===== src/rtl/bfs_iteration_ctrl.sv =====
// -----------------------------------------------------------------------------
// bfs_iteration_ctrl
//
// Top-level BFS iteration sequencer. It holds the per-core pipeline in reset,
// injects the root vertex, then runs iterations. Each iteration collects
// iteration-end flags from every core into a sticky mask and counts updated
// active vertices. Once every core has ended, the controller either opens the
// next iteration or declares convergence.
//
// Optional build macro:
//   ITER_TIMEOUT_EN - adds a per-iteration watchdog. If an iteration stays in
//                     RUN for TIMEOUT_CYCLES cycles, the controller ends the
//                     run with timeout=1. Without the macro, timeout is tied
//                     to 0 and RUN waits for the mask indefinitely.
//
// Parameters:
//   CORE_NUM        number of cores (power of two, 2..64)
//   V_ID_WIDTH      vertex id width
//   ITER_WIDTH      iteration counter width
//   MAX_ITER        iteration cap (<= 2^ITER_WIDTH-1)
//   RST_CYCLES      core reset pulse length (1..15)
//   TIMEOUT_CYCLES  watchdog limit (ITER_TIMEOUT_EN only)
//
// Ports:
//   clk                  single clock
//   rst                  asynchronous active-low reset
//   start                launch pulse, honoured only in IDLE or DONE
//   root_v_id            root vertex, sampled on an accepted start
//   active_v_valid       per-core active-vertex valid
//   active_v_updated     per-core active-vertex updated flag
//   iteration_end        per-core iteration-end flag
//   iteration_end_valid  qualifies iteration_end
//   core_rst             synchronous active-high reset to the cores (all equal)
//   seed_v_id            latched root id, meaningful with seed_valid
//   seed_valid           one-cycle root injection
//   iter_start           one-cycle pulse opening every iteration
//   iter_id              current iteration index, starting at 0
//   upd_count            saturating updated-vertex count of this iteration
//   busy                 high in every state except IDLE and DONE
//   done                 level, high in DONE
//   cap_hit              DONE was reached through MAX_ITER
//   timeout              DONE was reached through the watchdog
// -----------------------------------------------------------------------------
module bfs_iteration_ctrl #(
    parameter int CORE_NUM       = 32,
    parameter int V_ID_WIDTH     = 32,
    parameter int ITER_WIDTH     = 16,
    parameter int MAX_ITER       = 65535,
    parameter int RST_CYCLES     = 4,
    parameter int TIMEOUT_CYCLES = 1 << 20
) (
    input  logic                  clk,
    input  logic                  rst,
    input  logic                  start,
    input  logic [V_ID_WIDTH-1:0] root_v_id,
    input  logic [CORE_NUM-1:0]   active_v_valid,
    input  logic [CORE_NUM-1:0]   active_v_updated,
    input  logic [CORE_NUM-1:0]   iteration_end,
    input  logic [CORE_NUM-1:0]   iteration_end_valid,
    output logic [CORE_NUM-1:0]   core_rst,
    output logic [V_ID_WIDTH-1:0] seed_v_id,
    output logic                  seed_valid,
    output logic                  iter_start,
    output logic [ITER_WIDTH-1:0] iter_id,
    output logic [31:0]           upd_count,
    output logic                  busy,
    output logic                  done,
    output logic                  cap_hit,
    output logic                  timeout
);

    localparam int                    CNT_W    = $clog2(CORE_NUM + 1);
    localparam logic [3:0]            RST_LAST = 4'(RST_CYCLES - 1);
    localparam logic [ITER_WIDTH-1:0] ITER_CAP = ITER_WIDTH'(MAX_ITER);

    typedef enum logic [2:0] {
        S_IDLE,
        S_INIT,
        S_SEED,
        S_RUN,
        S_CHECK,
        S_NEXT,
        S_DONE
    } state_t;

    state_t              state;
    logic [3:0]          rst_cnt;
    logic [CORE_NUM-1:0] end_mask;

    // -------------------------------------------------------------------------
    // Combinational datapath
    // -------------------------------------------------------------------------

    // Adder tree over the qualified update flags; the result feeds upd_count
    // directly, so there is exactly one register stage on this path.
    function automatic logic [CNT_W-1:0] popcount(input logic [CORE_NUM-1:0] v);
        logic [CNT_W-1:0] sum;
        sum = '0;
        for (int i = 0; i < CORE_NUM; i++) begin
            sum = sum + CNT_W'(v[i]);
        end
        return sum;
    endfunction

    logic [CNT_W-1:0]    upd_pop;
    logic [32:0]         upd_sum;
    logic [31:0]         upd_sat;
    logic [CORE_NUM-1:0] mask_merged;
    logic                mask_full;
    logic                launch;
    logic                wd_expire;

    assign upd_pop = popcount(active_v_valid & active_v_updated);
    assign upd_sum = {1'b0, upd_count} + 33'(upd_pop);
    // The carry out of the 33-bit sum means the 32-bit count has wrapped,
    // so pin it at all-ones instead.
    assign upd_sat = upd_sum[32] ? '1 : upd_sum[31:0];

    // The incoming ends are OR-ed in combinationally so RUN can leave in the
    // same cycle the last core reports. A valid end=0 contributes nothing,
    // so it cannot clear a bit that is already set.
    assign mask_merged = end_mask | (iteration_end_valid & iteration_end);
    assign mask_full   = &mask_merged;

    assign launch = start && ((state == S_IDLE) || (state == S_DONE));

    // -------------------------------------------------------------------------
    // Sequencer
    // -------------------------------------------------------------------------
    // NOTE: state and registered outputs use non-blocking assignments only, so
    // every branch reads the values held before this clock edge.
    always_ff @(posedge clk or negedge rst) begin
        if (!rst) begin
            state      <= S_IDLE;
            rst_cnt    <= '0;
            end_mask   <= '0;
            core_rst   <= '1;
            seed_v_id  <= '0;
            seed_valid <= 1'b0;
            iter_start <= 1'b0;
            iter_id    <= '0;
            upd_count  <= '0;
            busy       <= 1'b0;
            done       <= 1'b0;
            cap_hit    <= 1'b0;
        end else begin
            // The two strobes are single-cycle by default and are raised only
            // on the transitions into SEED and NEXT.
            seed_valid <= 1'b0;
            iter_start <= 1'b0;

            unique case (state)
                S_IDLE, S_DONE: begin
                    if (launch) begin
                        state     <= S_INIT;
                        seed_v_id <= root_v_id;
                        iter_id   <= '0;
                        upd_count <= '0;
                        end_mask  <= '0;
                        cap_hit   <= 1'b0;
                        core_rst  <= '1;
                        rst_cnt   <= '0;
                        busy      <= 1'b1;
                        done      <= 1'b0;
                    end
                end

                S_INIT: begin
                    if (rst_cnt == RST_LAST) begin
                        state      <= S_SEED;
                        core_rst   <= '0;
                        seed_valid <= 1'b1;
                        iter_start <= 1'b1;
                    end else begin
                        rst_cnt <= rst_cnt + 4'd1;
                    end
                end

                S_SEED: begin
                    state <= S_RUN;
                end

                S_RUN: begin
                    upd_count <= upd_sat;
                    end_mask  <= mask_merged;
                    // The watchdog wins over a mask that completes in the
                    // same cycle.
                    if (wd_expire) begin
                        state <= S_DONE;
                        busy  <= 1'b0;
                        done  <= 1'b1;
                    end else if (mask_full) begin
                        state <= S_CHECK;
                    end
                end

                S_CHECK: begin
                    // The decision uses the count registered at the end of
                    // RUN, which already includes any update that arrived with
                    // the final end. Updates seen during CHECK are still added.
                    upd_count <= upd_sat;
                    if (upd_count == '0) begin
                        state <= S_DONE;
                        busy  <= 1'b0;
                        done  <= 1'b1;
                    end else if (iter_id == ITER_CAP) begin
                        state   <= S_DONE;
                        busy    <= 1'b0;
                        done    <= 1'b1;
                        cap_hit <= 1'b1;
                    end else begin
                        state      <= S_NEXT;
                        iter_id    <= iter_id + 1'b1;
                        iter_start <= 1'b1;
                        end_mask   <= '0;
                        upd_count  <= '0;
                    end
                end

                S_NEXT: begin
                    state <= S_RUN;
                end

                default: begin
                    state <= S_IDLE;
                end
            endcase
        end
    end

    // -------------------------------------------------------------------------
    // Per-iteration watchdog
    // -------------------------------------------------------------------------
`ifdef ITER_TIMEOUT_EN
    localparam int              WD_W    = $clog2(TIMEOUT_CYCLES + 1);
    localparam logic [WD_W-1:0] WD_LAST = WD_W'(TIMEOUT_CYCLES - 1);

    logic [WD_W-1:0] wd_cnt;
    logic            timeout_q;

    // wd_cnt counts RUN cycles since the last iter_start. It equals WD_LAST
    // during the TIMEOUT_CYCLES-th RUN cycle, and DONE follows that cycle.
    assign wd_expire = (state == S_RUN) && (wd_cnt == WD_LAST);

    always_ff @(posedge clk or negedge rst) begin
        if (!rst) begin
            wd_cnt    <= '0;
            timeout_q <= 1'b0;
        end else begin
            if (iter_start) begin
                wd_cnt <= '0;
            end else if (state == S_RUN) begin
                wd_cnt <= wd_cnt + 1'b1;
            end

            if (launch) begin
                timeout_q <= 1'b0;
            end else if (wd_expire) begin
                timeout_q <= 1'b1;
            end
        end
    end

    assign timeout = timeout_q;
`else
    assign wd_expire = 1'b0;
    assign timeout   = 1'b0;
`endif

endmodule


===== config.mk =====
export PLATFORM = sky130hd
export DESIGN_NAME = bfs_iteration_ctrl
export DESIGN_NICKNAME = d
export VERILOG_FILES = /design/src/rtl/bfs_iteration_ctrl.sv
export SDC_FILE = /design/constraint.sdc
export NUM_CORES = 1
export LEC_CHECK = 0
export CORE_MARGIN = 4
export CORE_UTILIZATION = 40
export CTS_CLUSTER_SIZE = 14
export DETAILED_ROUTE_END_ITERATION = 12
export PLACE_DENSITY = 0.86
export SYNTH_ARGS = -nofsm -noshare
export SYNTH_HDL_FRONTEND = slang
export SYNTH_SLANG_ARGS = --single-unit
export TNS_END_PERCENT = 1

===== constraint.sdc =====
create_clock -name clk -period 8.04 [get_ports clk]
set_clock_uncertainty 0.2 [all_clocks]
set_input_delay 1.608 -clock clk [delete_from_list [all_inputs] [get_ports clk]]
set_output_delay 1.608 -clock clk [all_outputs]
set_load 0.05 [all_outputs]

==> summary.txt <==
status: finished, final reports clean
largest family of logic cells by synthesized area: simple AND/OR/NAND/NOR gates
Post-CTS Setup Repair Bufs: 0
die area: 0.02066 sq mm
largest net degree at the start of global routing: 72
crit path launch: active_v_valid[0]
Final Cycle Share: 0.9534
Worst EP required: 8.14 ns
final worst slack: 0.3748 ns
Worst Hold Class: reg2reg
CP max FO: 7
post-CTS sizing: 0
Synth Net Count: 1034
Detail Route Antenna Nets: 0
DRC: 0
Hold Path Origin: seed_v_id[31]$_DFFE_PN0P_
# IOs: 281
ys async rst share: 1.000
post-synthesis cell count: 828
Vias: 7051
Synth cell types: 54
Synth Area in Simple Gates: 0.2154
pwr/cell area: 407.3 mW/mm^2
total power: 4386 uW
Vias per Instance: 5.370
Worst-Skew Late Latency: 0.41 ns
clk root buf: clkbuf_16
RSZ-0062 raised after global routing: no
initial antenna violation count: 0
Nets: 1278
# diodes: 0
Finished Layout Cells: 1313
layout cells sized above 1: 0.05258
Max Cap Violations: 0
Core Area: 0.01802 sq mm
Inst Count DP: 1282
vias in the first global route: 6911
Clk pwr share: 0.184
r2r startpoint: upd_count[0]$_DFFE_PN0P_
Synth Area in Adders: 0.09947
CTS buffer count: 17
total track usage: 0.2053
max_slew headroom: 0.3700
Remaining Overflow, GRT: 0
Pint: 2345 uW
mean post-synth cell area: 8.902 sq um
drt total wl: 21690 um
xor/xnor share of the synthesized area: 0.01426
FF+latch count, synth: 125
crit start category: input pin
DP Worst Slack: -0.06375 ns
Post-Syn Area: 0.007371 sq mm
hold buffers post-CTS: 0
global-route wire length before repair: 34110 um
Post-synth top flop: dfrtp_1
Gate power share: 0.576
fillers: 1536
Post-synth EDFFs: 0
area grow syn2layout: 46.09%
Die Span X: 143.7 um
final RePlAce weighted congestion: 0.9150
drt pass-1 iters: 7
Switching Share: 0.4652
Die Y: 143.7 um
CTS tree: done
Final Hold Vio Count: 0
CTS sink cnt: 125
Placed Area: 0.01015 sq mm
port buffer count: 279
Lkg Pwr: 0.004628 uW
Rows: 49
Sw Pwr: 2040 uW
fin area: 0.01077 sq mm
CP arrival: 7.77 ns
HPWL Detailed: 16110 um
Finished Core Util: 0.5974
Worst Tran Pin Value: 0.9451 ns
VDD IR max: 0.0004264 V
Synth Area in Compound Gates: 0.1625
# setup viols final: 0
sequential share of power: 0.239
Tmin final: 7.665 ns
post-synthesis mux area share: 0.005432
worst-case clock buffer depth: 2
H-tree depth: 4
Highest Clock Rate: 0.1305 GHz
WL/cell: 16.52 um
Setup Crit Path Kind: in2reg
DR iter-0 viols: 404
final slew viol count: 0
Synth warnings: 0
CTS clk-pin slew, worst paths: 0.06 ns
Starting Density: 0.4089
Seq/Total Area, Yosys: 0.4245
Worst Setup End Kind: register
-- final cells by class --
| class | instances | area (sq um) | share of cell area |
|---|---|---|---|
| clock buffers | 21 | 450.4 | 0.04183 |
| flip-flops and latches | 125 | 3129 | 0.2906 |
| inverters | 44 | 165.2 | 0.01534 |
| clock inverters | 10 | 165.2 | 0.01534 |
| repair buffers | 293 | 2895 | 0.2689 |
| multi-input cells | 591 | 3676 | 0.3414 |
| well taps | 229 | 286.5 | 0.02661 |
-- routing by layer --
metal	part of all wire	GRT usage
met1	0.40	0.2591
met2	0.50	0.3483
met3	0.074	0.04226
met4	0.025	0.07730
met5	0	0
-- Yosys cell counts, drive strengths merged, types with 9 or more instances --
library cell | instances | area (sq um)
nand2 | 152 | 570.6
dfrtp | 124 | 3103
a21oi | 64 | 320.3
nor2 | 63 | 236.5
buf | 49 | 337.8
inv | 44 | 165.2
o21ai | 41 | 209.0
a31oi | 38 | 237.7
nor4 | 27 | 198.9
fa | 26 | 520.5
nand3 | 23 | 115.1
clkbuf | 19 | 71.32
ha | 17 | 212.7
nand4 | 17 | 106.4
and2 | 14 | 87.58
o2bb2ai | 9 | 78.83
-- path summary, 6_finish.rpt --
path | end | slack [ns] | depth (start not counted)
min | seed_v_id[31]$_DFFE_PN0P_ | 0.27 | 2
max in group asynchronous | seed_v_id[4]$_DFFE_PN0P_ | 5.21 | 2
max | upd_count[10]$_DFFE_PN0P_ | 0.37 | 19
min in group asynchronous | upd_count[9]$_DFFE_PN0P_ | 1.05 | 1
max reg2reg | upd_count[10]$_DFFE_PN0P_ | 1.61 | 17
min reg2reg | seed_v_id[31]$_DFFE_PN0P_ | 0.27 | 2
-- per-stage QoR --
stage          hold WS [ns]  setup TNS (ns)
4_1_cts              0.2752               0
3_3_place_gp         0.2558               0
3_5_place_dp         0.2616         -0.1639
6_report             0.2701               0
2_1_floorplan        0.2633               0
5_1_grt              0.2920               0
-- cells by family (layout without fill, tap and decap cells) --
kind of cell | count (synthesis) | after routing
DFF | 125 | 125
muxes | 4 | 4
and+or+nand+nor | 336 | 336
AOI/OAI and AO/OA | 195 | 195
buffers and inverters | 112 | 368
other | 1 | 1
xor gates and xnor gates | 12 | 12
adders and majority gates | 43 | 43
-- cells in the final DEF (no fill, tap or decap), types with 8 or more instances in the layout --
| master | n |
|---|---|
| a31oi_1 | 38 |
| clkbuf_16 | 17 |
| buf_4 | 15 |
| and3_1 | 8 |
| nand4_1 | 17 |
| nand3_1 | 23 |
| nor2_1 | 63 |
| a21oi_1 | 64 |
| xnor2_1 | 8 |
| dfrtp_1 | 124 |
| inv_1 | 44 |
| o2bb2ai_1 | 9 |
| nor4_1 | 25 |
| o21ai_0 | 39 |
| nand2_1 | 152 |
| clkdlybuf4s50_1 | 278 |
| and2_1 | 14 |
| ha_1 | 17 |
| fa_1 | 26 |
-- power groups by stage --
stage                     registers (uW)  clock network [uW]  logic (uW)
after global routing                1080                 849        2780
after floorplan                     1480                   0        1320
after detailed placement            1050                   0        2510
after CTS                           1050                 822        2520
after global placement              1040                   0        2440
final                               1050                 808        2530
-- sequential cells by signal, indices dropped and copies added (netlist names), 3 cells and up --
signal     cells
end_mask      32
state          3
seed_v_id     32
iter_id       16
upd_count     32
rst_cnt        4
-- worst max-delay path, stage by stage --
cell             delay [ns]
clkdlybuf4s50_1        0.39
and2_1                 0.18
fa_1                   0.53
inv_1                  0.06
fa_1                   0.52
fa_1                   0.54
fa_1                   0.52
fa_1                   0.54
inv_1                  0.05
fa_1                   0.51
fa_1                   0.48
fa_1                   0.40
a211oi_1               0.33
nor3_1                 0.12
or2_2                  0.30
buf_4                  0.17
nand3_1                0.10
o21ai_0                0.09
a221o_1                0.32
Power figures use the tool's default switching activity.
